==> src/rtl/tl_tx_err_msg_transmitter.sv <==
// ---------------------------------------------------------------------------
// tl_tx_err_msg_transmitter
//
// TX-side consumer of the RX error-handler FIFO. It takes one pending entry
// at a time. Each entry is either an error message (4DW header) or an
// Unsupported Request completion (3DW header). For each entry it:
//   - waits for the matching header credit,
//   - arbitrates for the TX TLP path,
//   - serialises the header one DW per beat using a valid/ready handshake,
//   - reports the consumed credit to TX flow control.
//
// Ports:
//   i_clk, i_rst            clock, asynchronous active-low reset
//   i_empty_flag            error FIFO empty
//   i_tlp_msg               FIFO head entry (DW0 in the top bits)
//   i_ur_cpl_valid          head entry is a UR completion (1) or a message (0)
//   o_msg_trans_en          enables the FIFO head output
//   o_read_ptr_incr         one-cycle FIFO pop pulse
//   i_ph_credit_avail       posted-header credit available
//   i_cplh_credit_avail     completion-header credit available
//   o_ph_consume            one-cycle pulse: one posted-header credit used
//   o_cplh_consume          one-cycle pulse: one completion-header credit used
//   o_arb_req, i_arb_grant  TX arbiter request / grant
//   o_tlp_data              header DW of the current beat
//   o_tlp_valid             beat valid
//   i_tlp_ready             downstream accepts the beat
//   o_sop, o_eop            first / last beat of the TLP
//   o_busy                  engine is handling an entry
//   o_sent_cnt              saturating count of fully transmitted TLPs
// ---------------------------------------------------------------------------
module tl_tx_err_msg_transmitter #(
    parameter int MSG_WIDTH = 128,
    parameter int DW_WIDTH  = 32,
    parameter int CNT_WIDTH = 16
) (
    input  logic                 i_clk,
    input  logic                 i_rst,
    input  logic                 i_empty_flag,
    input  logic [MSG_WIDTH-1:0] i_tlp_msg,
    input  logic                 i_ur_cpl_valid,
    output logic                 o_msg_trans_en,
    output logic                 o_read_ptr_incr,
    input  logic                 i_ph_credit_avail,
    input  logic                 i_cplh_credit_avail,
    output logic                 o_ph_consume,
    output logic                 o_cplh_consume,
    output logic                 o_arb_req,
    input  logic                 i_arb_grant,
    output logic [DW_WIDTH-1:0]  o_tlp_data,
    output logic                 o_tlp_valid,
    input  logic                 i_tlp_ready,
    output logic                 o_sop,
    output logic                 o_eop,
    output logic                 o_busy,
    output logic [CNT_WIDTH-1:0] o_sent_cnt
);

    localparam int NUM_DW = MSG_WIDTH / DW_WIDTH;
    localparam int IDX_W  = (NUM_DW > 1) ? $clog2(NUM_DW) : 1;

    // An error message carries a 4DW header, a UR completion a 3DW header.
    localparam logic [IDX_W-1:0] MSG_LAST_IDX = IDX_W'(3);
    localparam logic [IDX_W-1:0] CPL_LAST_IDX = IDX_W'(2);

    typedef enum logic [2:0] {
        IDLE,
        LOAD,
        WAIT_CRED,
        REQ,
        SEND
    } state_t;

    state_t               state_q;
    state_t               state_d;
    logic [MSG_WIDTH-1:0] hdr_reg;
    logic                 is_cpl;
    logic [IDX_W-1:0]     beat_idx;
    logic [IDX_W-1:0]     last_idx;
    logic                 credit_ok;
    logic                 beat_fire;
    logic                 pkt_done;

    assign last_idx  = is_cpl ? CPL_LAST_IDX : MSG_LAST_IDX;
    assign credit_ok = is_cpl ? i_cplh_credit_avail : i_ph_credit_avail;
    assign beat_fire = (state_q == SEND) && i_tlp_ready;
    assign pkt_done  = beat_fire && (beat_idx == last_idx);

    // State register. Reset drops any half-sent entry: the FIFO pop already
    // happened, so the packet is simply lost and no credit is reported.
    always_ff @(posedge i_clk or negedge i_rst) begin
        if (!i_rst) begin
            state_q <= IDLE;
        end else begin
            state_q <= state_d;
        end
    end

    // Next-state logic. The grant is only sampled in REQ; once in SEND the
    // arbiter is expected to hold it, so a grant drop there is ignored.
    // Credits are likewise only sampled in WAIT_CRED.
    always_comb begin
        state_d = state_q;
        case (state_q)
            IDLE:      if (!i_empty_flag) state_d = LOAD;
            LOAD:      state_d = WAIT_CRED;
            WAIT_CRED: if (credit_ok) state_d = REQ;
            REQ:       if (i_arb_grant) state_d = SEND;
            SEND:      if (pkt_done) state_d = IDLE;
            default:   state_d = IDLE;
        endcase
    end

    // Header capture happens in the single LOAD cycle, which is the only
    // cycle in which the FIFO presents its head entry.
    always_ff @(posedge i_clk or negedge i_rst) begin
        if (!i_rst) begin
            hdr_reg <= '0;
            is_cpl  <= 1'b0;
        end else if (state_q == LOAD) begin
            hdr_reg <= i_tlp_msg;
            is_cpl  <= i_ur_cpl_valid;
        end
    end

    // Beat index: restarts at the grant and only moves on an accepted beat,
    // so data, sop and eop hold still under backpressure.
    always_ff @(posedge i_clk or negedge i_rst) begin
        if (!i_rst) begin
            beat_idx <= '0;
        end else if (state_q == REQ) begin
            beat_idx <= '0;
        end else if (beat_fire && !pkt_done) begin
            beat_idx <= beat_idx + IDX_W'(1);
        end
    end

    // Sent-packet statistics, saturating at all-ones.
    always_ff @(posedge i_clk or negedge i_rst) begin
        if (!i_rst) begin
            o_sent_cnt <= '0;
        end else if (pkt_done && (o_sent_cnt != '1)) begin
            o_sent_cnt <= o_sent_cnt + CNT_WIDTH'(1);
        end
    end

    // DW selection: DW0 lives in the most significant bits of the entry.
    always_comb begin
        o_tlp_data = '0;
        if (state_q == SEND) begin
            for (int i = 0; i < NUM_DW; i++) begin
                if (beat_idx == IDX_W'(i)) begin
                    o_tlp_data = hdr_reg[MSG_WIDTH-1-i*DW_WIDTH -: DW_WIDTH];
                end
            end
        end
    end

    // Control outputs are decoded from the state so that an asynchronous
    // reset forces them all low without waiting for a clock edge.
    always_comb begin
        o_msg_trans_en  = 1'b0;
        o_read_ptr_incr = 1'b0;
        o_arb_req       = 1'b0;
        o_tlp_valid     = 1'b0;
        o_sop           = 1'b0;
        o_eop           = 1'b0;
        o_ph_consume    = 1'b0;
        o_cplh_consume  = 1'b0;
        case (state_q)
            LOAD: begin
                o_msg_trans_en  = 1'b1;
                o_read_ptr_incr = 1'b1;
            end
            REQ: begin
                o_arb_req = 1'b1;
            end
            SEND: begin
                o_arb_req      = 1'b1;
                o_tlp_valid    = 1'b1;
                o_sop          = (beat_idx == '0);
                o_eop          = (beat_idx == last_idx);
                o_ph_consume   = pkt_done && !is_cpl;
                o_cplh_consume = pkt_done && is_cpl;
            end
            default: begin
            end
        endcase
    end

    assign o_busy = (state_q != IDLE);

endmodule
==> config.mk <==
export PLATFORM = sky130hd
export DESIGN_NAME = tl_tx_err_msg_transmitter
export DESIGN_NICKNAME = d
export VERILOG_FILES = /design/src/rtl/tl_tx_err_msg_transmitter.sv
export SDC_FILE = /design/constraint.sdc
export NUM_CORES = 1
export LEC_CHECK = 0
export BUFFER_PORTS_ARGS = -buffer_cell sky130_fd_sc_hd__buf_2
export CAP_MARGIN = 25
export CORE_UTILIZATION = 30
export CTS_CLUSTER_SIZE = 20
export DETAILED_ROUTE_END_ITERATION = 6
export PLACE_DENSITY_LB_ADDON = 0.12
export SLEW_MARGIN = 0
export SYNTH_ARGS = -nofsm -noshare
export SYNTH_HDL_FRONTEND = slang
export SYNTH_SLANG_ARGS = --single-unit
==> constraint.sdc <==
create_clock -name i_clk -period 3.9 [get_ports i_clk]
set_input_delay 0.975 -clock i_clk [delete_from_list [all_inputs] [get_ports i_clk]]
set_output_delay 0.975 -clock i_clk [all_outputs]
set_load 0.03 [all_outputs]
Word-level counts from Yosys, hierarchy flattened --
Cells that the tools add are included.
Cells by class: $add $sub $neg 2, equality and inequality tests 13, multiplexer cells 21, reduce and logical (&&, ||, !) cells 14
Operators by type and width (number):
- 32-bit 2-to-1 mux | 5
- 16-bit by 1-bit adder with 16-bit output (second input constant) | 1
- 16-bit inequality test (second input constant) | 1
- 3-bit one-hot mux with 5 select lines | 1
- 3-bit 2-to-1 mux | 4
- 1-bit 2-to-1 mux | 9
- 2-bit inequality test (second input constant) | 4
- 3-bit by 2-bit == test with 1-bit output (second input constant) | 2
- 1-bit logical AND | 6
- 2-bit == test (second input constant) | 2
- 2-bit 2-to-1 mux | 2
- 4-bit AND reduction | 1
- 3-bit by 1-bit == test with 1-bit output (second input constant) | 1
- 3-bit == test (second input constant) | 1
- 3-bit logical NOT | 1
- 3-bit nonzero test | 1
- 2-bit by 1-bit adder with 2-bit output (second input constant) | 1
- 2-bit by 1-bit == test with 1-bit output (second input constant) | 1
- 2-bit == test | 1
- 1-bit logical NOT | 2
- 2-bit logical NOT | 1
- 2-bit nonzero test | 1
- 2-bit OR reduction | 1
Word-level totals: bits in registers 150, logic and storage cells 55

Logic depth before layout (Yosys ltp) --
depth after elaboration 7, depth in mapped cells 8

Worst setup path before layout --
Ideal clock, no wire load.
path kind register -> output, start register beat_idx[1], end output port o_tlp_data[10], arrival 2095 ps, path slack 830 ps, cell stages (with the launch flop) 9, cell sequence dfrtp_1 -> inv_1 -> ha_1 -> clkbuf_1 -> nor2b_1 -> buf_2 -> a221oi_1 -> a211o_1 -> a21oi_1
On the way: cells in the longest elaborated chain, start to end 6, elaborated cells between the ends (all ways) 9, those cells by class eq/ne: 3; mux: 5; reduce/logical: 1
Ends and longest elaborated chain:
- from (decl) | RTL line 77 | logic [IDX_W-1:0] beat_idx;
- from (signal assigned) | RTL line 133 | beat_idx <= beat_idx + IDX_W'(1);
- 2-bit logical NOT | RTL line 151 | if (beat_idx == IDX_W'(i)) begin
- 32-bit 2-to-1 mux (3 in series) | RTL line 151
- 32-bit 2-to-1 mux * | RTL line 151
- 32-bit 2-to-1 mux * | RTL line 149 | if (state_q == SEND) begin
- to (decl) | RTL line 49 | output logic [DW_WIDTH-1:0] o_tlp_data,
Every way passes the cells marked *; elsewhere a longest branch is shown, timed or not.

Worst setup path after layout --
start register beat_idx[1], end output port o_tlp_data[31]
The elaborated chain is that of the path after synthesis.

==> run_results.csv <==
group,metric,value,unit
logic_synthesis,synth_top_family_by_area,"multiplexers",
clock_tree,cts.sinks,150,
logic_synthesis,synth_fa_ha_area_share,0.896,%
flow_run,maxCapViolCount,0,
sta,hold_ws,0.498,ns
logic_synthesis,synth_edf_count,0,
clock_tree,post_cts_buffers,0,
clock_tree,clk_path_buf_depth,2,
sta,setup_ws,0.355,ns
logic_synthesis,synthSimpleGateAreaFrac,9.07,%
detailed_routing,drc,0,
grt,grt_use_total,16.8,%
logic_synthesis,synth_mux_area_share,15.8,%
pwr,p_leak,4.23,nW
sta,period_share,90.9,%
sta,period_minus_slack,3.55,ns
logic_synthesis,ys_top_cells_by_count,"dfrtp_1, mux2_2, nand2_1, inv_1",
detailed_routing,avgRoutedWirePerCell,17.4,µm
sta,finalMaxSlewViolations,0,
setup_path,r2r_slack,1.34,ns
floorplan,start_util,30.7,%
logic_synthesis,postSynthCellCount,611,
sta,rsz0062_at_grt,"no",
setup_path,critPathRequiredTime,2.92,ns
logic_synthesis,ys_types,38,
setup_path,critPathCaptureType,"output pin",
logic_synthesis,synth_nets,752,
logic_synthesis,avgSynthCellArea,11.4,µm²
pwr,power_frac_seq,35.7,%
logic_synthesis,synth-xor-area-share,2.24,%
cells_and_area,fin_util,39.1,%
floorplan,die_area,0.0239,mm²
setup_path,worstPathArrival,2.57,ns
clock_tree,hold_buffers,0,
placed_design,place_area,0.00824,mm²
pwr,p_comb_share,41.1,%
logic_synthesis,yosysTopAreaCellShare,53.8,%
logic_synthesis,synth_compound_area_share,13.2,%
grt,grt_max_degree,78,
pwr,cellPowerDensity,838,mW/mm²
sta,relSlewSlack,44.1,%
sta,fin_skew,0.00605,ns
cells_and_area,drive_above_1_share,43.5,%
floorplan,fp-row-count,55,
pwr,switching_share,34.4,%
grt,gr-total-overflow,0,
logic_synthesis,synth.most_common_cell,"dfrtp_1",
logic_synthesis,ys_ff_latch,150,
logic_synthesis,yosysWarnings,0,
clock_tree,path_clk_slew,0.06,ns
sta,tightest_slew,0.838,ns
outcome,status,"finished clean",
logic_synthesis,synth_ff_type,"dfrtp_1",
grt,grt_pass1_wl,30900,µm
floorplan,die_w,155,µm
detailed_routing,vias,5330,
setup_path,path_cells,"inv_1 > ha_4 > buf_4 > a221oi_1 > a211o_1 > a21oi_1 > buf_2",
setup_path,path_max_fanout,20,
sta,max_freq,282,MHz
clock_tree,cts_resized,0,
sta,fin_setup_tns,0,ns
pwr,p_sw,2.56,mW
pwr,p_int,4.87,mW
logic_synthesis,synth_area_leaders,"dfrtp_1, mux2_2, nand2_1",
detailed_routing,drtIter0Drc,209,
placed_design,hpwl,12800,µm
placed_design,gp_congestion,0.770,
logic_synthesis,synthesis.area,0.00698,mm²
pwr,p_total,7.44,mW
cells_and_area,postLayoutCellArea,0.00887,mm²
placed_design,dp_cells,1056,
logic_synthesis,ys_seq_area_share,53.8,%
grt,antenna_found_initial,0,
detailed_routing,totalWireLength,19000,µm
detailed_routing,drt_first_pass_iters,6,
setup_path,crit_path_start_kind,"flip-flop",
cells_and_area,instances_no_fill,1088,
clock_tree,root_buffer,"clkbuf_16",
grt,grt_pass1_vias,5608,
detailed_routing,via_per_inst,4.90,
clock_tree,cts_tree,"yes",
setup_path,crit_type,"reg -> out",
floorplan,coreArea,0.0227,mm²
floorplan,die_h,155,µm
clock_tree,clkLatencyLatePin,0.42,ns
clock_tree,numCtsBuffers,17,
cells_and_area,nets,932,
placed_design,numPortBuffers,192,
pwr,p_clk_share,23.3,%
sta,setup_viol_count_final,0,
logic_synthesis,yosys.area.top_type,"dfrtp_1",
floorplan,ios,193,
pwr,worst_ir_drop_vdd,0.000328,V
cells_and_area,nFillCells,2257,
worst_hold_path,hold_path_class,"reg -> reg",
cells_and_area,syn_to_final_growth,27.1,%
setup_path,cp_slowest_cell,"dfrtp_1",
setup_path,max_stage_delay,0.47,ns
sta,hold_violations,0,
placed_design,pre_cts_ws,0.587,ns
logic_synthesis,async_reset_ff_share,100,%
detailed_routing,ant_nets,0,
cells_and_area,largest_register_ffs,128,
clock_tree,cts_max_level,4,
cells_and_area,diodes,0,
path summary, 6_finish.rpt:
kind | from | end | cells past startpoint
worst min-delay path | o_sent_cnt[15] | o_sent_cnt[15] | 1
min in group asynchronous | i_rst | hdr_reg[24] | 1
worst max register to register | state_q[0] | hdr_reg[114] | 5
worst max-delay path | beat_idx[1] | o_tlp_data[31] | 7
max in group asynchronous | i_rst | hdr_reg[115] | 2
worst min register to register | o_sent_cnt[15] | o_sent_cnt[15] | 1
logic make-up (layout without fill, tap and decap cells):
family / count (synthesis) / in the layout
flip-flops: 150 / 150
multiplexers: 98 / 98
buffers and inverters: 82 / 274
XOR/XNOR: 17 / 17
AO/OA/AOI/OAI: 135 / 135
AND/OR/NAND/NOR: 124 / 124
adder cells (fa/ha/maj): 5 / 5
power by group through the flow:
stage	registers, mW	logic [mW]	clock network, mW
after floorplan	2.57	2.37	0
after global placement	2.67	3.01	0
after detailed placement	2.69	3.08	0
after CTS	2.66	3.10	1.79
after global routing	2.75	3.40	1.87
final	2.65	3.05	1.73
critical path, delay by kind of cell, from the launching register on:
| family | cells | cell delay (ns) |
|---|---|---|
| buffers and inverters | 3 | 0.76 |
| adder cells (fa/ha/maj) | 1 | 0.31 |
| AO/OA/AOI/OAI | 3 | 0.62 |
| flip-flops | 1 | 0.47 |
layout make-up:
cell class	count	area, µm²	area share [%]
sequential	150	3750	42.3
multi-input combinational	379	2910	32.8
timing repair buffer	206	1090	12.3
clock buffer	24	502	5.66
tap	285	357	4.02
inverter	37	141	1.59
clock inverter	7	116	1.31
per-layer routing:
metal,global-route usage [%],wire length [µm]
met5,0,0
met4,5.37,250
met3,3.50,843
met2,27.6,9140
met1,22.0,8720
cells in the final DEF (no fill, tap or decap), types with 6 or more instances in the layout:
cell type and instances:
a211o_1 31, a21oi_1 35, a221oi_1 32, buf_2 191
buf_4 11, clkbuf_16 17, dfrtp_1 150, inv_1 36
mux2_2 98, nand2_1 75, nor3_1 6, o21ai_0 35
xor2_1 15
Power figures use the tool's default switching activity.
